[config.mk]
export PLATFORM = sky130hd
export DESIGN_NAME = if_stage
export DESIGN_NICKNAME = d
export VERILOG_FILES = /design/src/rtl/if_stage.sv
export SDC_FILE = /design/constraint.sdc
export NUM_CORES = 1
export LEC_CHECK = 0
export CORE_MARGIN = 1
export CORE_UTILIZATION = 35
export DETAILED_ROUTE_END_ITERATION = 8
export SKIP_CTS_REPAIR_TIMING = 1
export SYNTH_ARGS = -nofsm -noshare
export SYNTH_HDL_FRONTEND = slang
export SYNTH_SLANG_ARGS = --single-unit
[constraint.sdc]
create_clock -name clk -period 7.8 [get_ports clk]
set_input_delay 0.78 -clock clk [delete_from_list [all_inputs] [get_ports clk]]
set_output_delay 0.78 -clock clk [all_outputs]
set_load 0.03 [all_outputs]
[src/rtl/if_stage.sv]
// if_stage -- instruction fetch stage.
//
// Issues word-aligned fetch requests to instruction memory, tracks how many
// responses are still in flight, and buffers returned words with their PC in
// a 2-entry FIFO that feeds the decoder. A redirect from execute retargets
// the fetch PC, empties the FIFO and marks every in-flight response as stale
// so it is dropped on return.
//
// Handshakes (all sampled on the rising clock edge):
//   imem_req/imem_gnt : a request is accepted in any cycle where both are 1.
//   imem_rvalid       : one response per accepted request, in request order,
//                       no earlier than the cycle after its grant.
//   if_valid/id_ready : the FIFO head is consumed in any cycle where both are 1.
//
// Ports:
//   clk, rst            clock, asynchronous active-high reset
//   imem_req/addr/gnt   fetch request channel
//   imem_rvalid/rdata   fetch response channel
//   redirect_valid/pc   taken branch/jump from execute (1-cycle pulse)
//   halt                blocks new requests; in-flight work still completes
//   id_ready            decoder accepts the head instruction
//   if_valid/instr/pc   instruction presented to the decoder
//   imem_err            sticky: response arrived with nothing outstanding
module if_stage #(
  parameter logic [31:0] RESET_PC = 32'h8000_0000
) (
  input  logic        clk,
  input  logic        rst,
  output logic        imem_req,
  output logic [31:0] imem_addr,
  input  logic        imem_gnt,
  input  logic        imem_rvalid,
  input  logic [31:0] imem_rdata,
  input  logic        redirect_valid,
  input  logic [31:0] redirect_pc,
  input  logic        halt,
  input  logic        id_ready,
  output logic        if_valid,
  output logic [31:0] if_instr,
  output logic [31:0] if_pc,
  output logic        imem_err
);

  logic [31:0] pc_q;
  logic [31:0] resp_pc;
  logic [1:0]  outstanding;
  // Wider than a single stream needs: back-to-back redirects can stack
  // stale responses from several abandoned streams.
  logic [2:0]  discard;

  logic [31:0] fifo_pc    [2];
  logic [31:0] fifo_instr [2];
  logic        wr_ptr;
  logic        rd_ptr;
  logic [1:0]  fifo_count;

  logic        grant;
  logic        pop;
  logic        resp_drop;
  logic        resp_keep;
  logic        resp_stray;
  logic        resp_taken;
  logic [2:0]  credit;
  logic [31:0] redirect_tgt;

  assign redirect_tgt = redirect_pc & 32'hFFFF_FFFC;
  assign imem_addr    = pc_q & 32'hFFFF_FFFC;

  assign if_valid = (fifo_count != 2'd0);
  assign pop      = if_valid & id_ready;
  assign if_instr = if_valid ? fifo_instr[rd_ptr] : 32'h0;
  assign if_pc    = if_valid ? fifo_pc[rd_ptr]    : 32'h0;

  // Every in-flight request owns a FIFO slot. A head leaving this cycle
  // frees its slot at the same edge, which is what lets a 1-cycle memory
  // sustain one instruction per cycle without ever overflowing the FIFO.
  assign credit   = {1'b0, outstanding} + {1'b0, fifo_count} - {2'b00, pop};
  assign imem_req = ~rst & ~halt & ~redirect_valid & (credit < 3'd2);
  assign grant    = imem_req & imem_gnt;

  // Stale responses are drained first; only then does a response belong
  // to the current stream.
  assign resp_drop  = imem_rvalid & (discard != 3'd0);
  assign resp_keep  = imem_rvalid & (discard == 3'd0) & (outstanding != 2'd0);
  assign resp_stray = imem_rvalid & (discard == 3'd0) & (outstanding == 2'd0);
  assign resp_taken = resp_drop | resp_keep;

  always_ff @(posedge clk or posedge rst) begin
    if (rst) begin
      pc_q          <= RESET_PC;
      resp_pc       <= RESET_PC;
      outstanding   <= 2'd0;
      discard       <= 3'd0;
      wr_ptr        <= 1'b0;
      rd_ptr        <= 1'b0;
      fifo_count    <= 2'd0;
      fifo_pc[0]    <= 32'h0;
      fifo_pc[1]    <= 32'h0;
      fifo_instr[0] <= 32'h0;
      fifo_instr[1] <= 32'h0;
      imem_err      <= 1'b0;
    end else begin
      if (resp_stray) imem_err <= 1'b1;

      if (redirect_valid) begin
        // Everything still in flight belongs to the old stream, including
        // a response returning in this very cycle.
        pc_q        <= redirect_tgt;
        resp_pc     <= redirect_tgt;
        discard     <= discard + {1'b0, outstanding} - {2'b00, resp_taken};
        outstanding <= 2'd0;
        wr_ptr      <= 1'b0;
        rd_ptr      <= 1'b0;
        fifo_count  <= 2'd0;
      end else begin
        if (grant) pc_q <= pc_q + 32'd4;
        if (resp_drop) discard <= discard - 3'd1;

        if (grant && !resp_keep)      outstanding <= outstanding + 2'd1;
        else if (!grant && resp_keep) outstanding <= outstanding - 2'd1;

        if (resp_keep) begin
          fifo_pc[wr_ptr]    <= resp_pc;
          fifo_instr[wr_ptr] <= imem_rdata;
          wr_ptr             <= ~wr_ptr;
          resp_pc            <= resp_pc + 32'd4;
        end
        if (pop) rd_ptr <= ~rd_ptr;
        fifo_count <= fifo_count + {1'b0, resp_keep} - {1'b0, pop};
      end
    end
  end

endmodule
After elaboration in Yosys (flattened, before gate mapping)
Index checks and enable logic that the tools add are counted.
{ "classes": {"mux": 26, "magnitude_cmp": 4, "add_sub_neg": 11, "reduce_logical": 16, "bitwise": 17} }
{ "op_table": {"columns": ["operator", "n"], "rows": [
  ["2-to-1 mux 32 bit", 13],
  ["bitwise mux 64 bit", 2],
  ["adder 32 x 3 -> 32 bit (second input constant)", 2],
  ["demux 32 bit (select 1 bit)", 1],
  ["nonzero test 2 bit", 6],
  ["bitwise AND 1 bit", 9],
  ["2-to-1 mux 2 bit", 4],
  ["2-to-1 mux 3 bit", 2],
  ["nonzero test 3 bit", 2],
  ["subtractor 3 x 1 -> 3 bit", 2],
  ["NOT 1 bit", 5],
  [">= comparator 2 bit (second input constant)", 2],
  ["2-to-1 mux 1 bit", 4],
  ["NOT 1 -> 2 bit", 2],
  ["adder 2 x 2 -> 3 bit", 1],
  ["adder 3 x 2 -> 3 bit", 1],
  ["logical AND 1 bit", 3],
  ["logical NOT 3 bit", 1],
  ["< comparator 3 x 2 -> 1 bit (second input constant)", 1],
  ["subtractor 3 x 1 -> 3 bit (second input constant)", 1],
  ["adder 2 x 1 -> 2 bit", 1],
  ["adder 2 x 1 -> 2 bit (second input constant)", 1],
  ["logical NOT 1 bit", 2],
  ["logical NOT 2 bit", 1],
  ["5 further kinds", 5]
]} }
{ "totals": {"elab_cells": 86, "regBits": 202} }

Depth between registers and ports, before layout
{ "logic_depth": {"ltp_word": 11, "ltp_mapped": 13, "ltp_nobuf": 13} }

Worst setup path after synthesis
No wires, ideal clock.
{ "synth_timing": {"path_kind": "input -> output", "from": "input port id_ready", "to": "output port imem_req", "t_arrival_ps": 2663, "setup_slack_ps": 4357, "cell_stages": 7, "n_path_buf": 0, "path_cell_list": "nor2b_1 ha_1 nand2b_1 fa_1 xor2_1 nand3_1 nor2_1"} }
{ "synth_via": {"elab_chain_cells": 4} }
{ "synth_rtl": {"columns": ["element", "line", "source"], "rows": [
  ["start, declared", "37", "input logic id_ready,"],
  ["bitwise AND 1 bit", "70", "assign pop = if_valid & id_ready;"],
  ["subtractor 3 x 1 -> 3 bit", "77", "assign credit = {1'b0, outstanding} + {1'b0, fifo_count} - {2'b00, pop};"],
  ["< comparator 3 x 2 -> 1 bit", "78", "assign imem_req = ~rst & ~halt & ~redirect_valid & (credit < 3'd2);"],
  ["bitwise AND 1 bit", "78", null],
  ["end, declared", "29", "output logic imem_req,"]
]} }
No other way between the ends.

Final worst setup path
Same ends and word-level chain as after synthesis.

==> run_results.csv <==
group,metric,value,unit
timing,tns,0,ps
clocking,clockBufferDepth,2,
synthesis,postSynthAreaPerCell,11.9,sq um
synthesis,syn-cell-area,9630,sq um
timing,fin_skew,11.9,ps
die,die_w,168,um
timing,finalCritPeriodShare,58.5,%
power_and_ir_drop,p_int,2.09,mW
die,die-area,28200,sq um
clocking,h-tree-depth,4,
route,drt_wl_total,23400,um
job,max-cap-violations,0,
final_layout,diodes,0,
synthesis,synth_top_area_cell,"dfrtp_1",
timing,max_slew.worst_pin.slew,1050,ps
power_and_ir_drop,peakVddDrop,0.000145,V
global_routing,grt_max_degree,117,
synthesis,yosys_warnings,0,
clocking,cts.sinks,194,
worst_setup_path,worstPathArrival,3780,ps
final_layout,fill_cells,2543,
clocking,root_buffer,"clkbuf_16",
timing,max_freq,219,MHz
power_and_ir_drop,fin_total_pwr,3.05,mW
synthesis,ys_ff_latch,194,
route,drtPass1Iterations,4,
run_status,outcome,"finished, final reports clean",
route,drtAntennaViolNets,0,
place,placed_area,11600,sq um
worst_setup_path,worst_setup_path_end_kind,"primary output",
worst_setup_path,cp_num_buf_inv,2,
timing,final_max_slew_viol_count,0,
global_routing,antenna_found_initial,0,
synthesis,postSynth.asyncResetShare,100,%
synthesis,syn_inst,810,
synthesis,synth_top_flop_cell,"dfrtp_1",
route,vias,6591,
die,core,27000,sq um
power_and_ir_drop,clkPwrFrac,29.8,%
timing,worst_slew_margin_rel,30.2,%
final_layout,drive_above_1_share,21.8,%
synthesis,synth-seq-area-share,50.4,%
power_and_ir_drop,power.leakage,5.08,nW
clocking,worstSkewPairLatency,430,ps
worst_setup_path,path_class,"in -> out",
synthesis,post-synth-top-count-cell,"dfrtp_1",
worst_hold_path,hold_path_class,"reg -> reg",
worst_setup_path,crit_top_cell,"clkdlybuf4s50_1",
final_layout,design_area,12200,sq um
synthesis,post_synth_num_cell_types,49,
timing,setup_viol,0,
power_and_ir_drop,p_switching,961,uW
route,routedWlPerCell,17.8,um
worst_setup_path,worstSetupStartpointType,"input pin",
place,numPortBuffers,163,
final_layout,syn_to_final_growth,26.5,%
final_layout,nets,1044,
worst_setup_path,cpPeakStageDelay,700,ps
timing,final.min_clock_period,4560,ps
clocking,clk_pin_slew_worst_paths,70,ps
global_routing,grt_pass1_wl,38300,um
worst_setup_path,path_cells,"clkdlybuf4s50_1, nor2b_1, ha_1, nand2b_1, fa_1, xor2_1, nand3_1, nor2_1, clkdlybuf4s50_1",
power_and_ir_drop,p_per_area,250,nW/um^2
timing,holdWs,491,ps
die,die_h,168,um
worst_setup_path,crit_slowest_cell,"clkdlybuf4s50_1",
power_and_ir_drop,swShare,31.5,%
die,initial_core_util,35.7,%
die,row_count,60,
power_and_ir_drop,p_comb_share,26.1,%
synthesis,synth_top_cell_area_share,49.9,%
place,dp_hpwl,15300,um
route,vias_per_cell,5.02,
global_routing,grt_usage,17.4,%
global_routing,grt_pass1_vias,6873,
global_routing,gr-total-overflow,0,
timing,rsz0062_at_grt,"no",
synthesis,synth_common_cells,"192 x dfrtp_1, 155 x mux2_2, 90 x nor2_1, 64 x mux2i_1, 37 x xnor2_1",
final_layout,multi_input_area,4490,sq um
place,gp_congestion,0.792,
timing,hold_viol_final,0,
worst_setup_path,cp.required,7020,ps
route,drtIter0Drc,274,
final_layout,seqCellArea,4860,sq um
synthesis,yosys-top-cells-area,"dfrtp_1 50%, mux2_2 18%, mux2i_1 6.7%",
synthesis,synth_edf_count,0,
clocking,cts_tree,"built",
die,num_io_pins,170,
route,drc,0,
worst_setup_path,cp_max_fo,5,
clocking,cts_buffers,17,
worst_setup_path,path_delay_family,"buffers and inverters",
power_and_ir_drop,p_seq_share,44.1,%
## power groups by stage
stage	clock, mW	sequential [mW]	combinational, mW
after CTS	0.943	1.34	0.813
after global routing	0.977	1.37	0.883
final	0.908	1.34	0.796
after floorplan	0	1.34	0.557
after detailed placement	0	1.36	0.809
after global placement	0	1.36	0.799
## metrics by stage
stage          std cells  util (%)  setup slack (ps)
6_report            1314      45.2              3240
5_1_grt             1314      45.2              3120
4_1_cts             1314      45.2              3210
3_5_place_dp        1282      43.0              3190
3_3_place_gp        1282      43.0              3210
2_1_floorplan        813         -              1740
## worst min-delay path, cell delays in order (launching register included)
cell	delay, ps
dfrtp_1	360
inv_1	50
o31ai_1	50
## final timing paths
check / from / cells after the start / slack, ps / endpoint
max in group asynchronous: rst / 3 / 5200 / fifo_instr[34]$_DFFE_PP0P_
worst min register to register: imem_err$_DFFE_PP0P_ / 2 / 490 / imem_err$_DFFE_PP0P_
min in group asynchronous: rst / 2 / 1010 / discard[1]$_DFFE_PP0P_
worst max-delay path: id_ready / 9 / 3240 / imem_req
worst max register to register: fifo_count[1]$_DFF_PP0_ / 10 / 4000 / pc_q[25]$_DFFE_PP0P_
worst min-delay path: imem_err$_DFFE_PP0P_ / 2 / 490 / imem_err$_DFFE_PP0P_
## cell usage in the layout, fill, tap and decap left out, types with 4 or more instances in the layout
cell type / count
and3_1: 4
clkbuf_16: 17
and4_1: 4
a21oi_1: 15
buf_4: 9
conb_1: 4
o21ai_0: 7
xnor2_1: 37
nor4_1: 9
xor2_1: 27
nand3_1: 16
dfrtp_1: 191
mux2_2: 155
nor2_1: 89
nand4_1: 21
ha_1: 11
nand2_1: 26
a21boi_0: 6
nand2b_1: 4
inv_1: 22
mux2i_1: 64
clkdlybuf4s50_1: 163
mux2_1: 5
nor3_1: 11
a31oi_1: 5
## layout make-up
class                   count  share of cell area, %
clock buffers              20                   3.75
clock inverters            12                   1.22
inverters                  24                  0.801
multi-input cells         551                   36.9
flip-flops and latches    194                   39.9
well taps                 341                   3.50
repair buffers            172                   13.9
## logic make-up after synthesis
group,share of synthesized area (%)
adder cells (fa/ha/maj),1.84
flip-flops,50.4
other,0.0389
AND/OR/NAND/NOR,11.0
buffers and inverters,3.14
AO/OA/AOI/OAI,2.38
multiplexers,25.4
XOR/XNOR,5.82
## sequential cells by signal, indices dropped and copies added, names as in the netlist, 2 cells and up
register	count
fifo_instr	64
fifo_pc	60
pc_q	30
resp_pc	30
discard	3
fifo_count	2
outstanding	2
## routing by layer
layer	vias to the layer above	track usage (%)	routed length, um
met5	-	0	0
met4	0	3.75	189
met3	11	4.14	1120
met2	166	27.4	10400
met1	3283	24.3	11600
li1	3131	-	-
No activity file was read; power rests on OpenSTA's default activity.
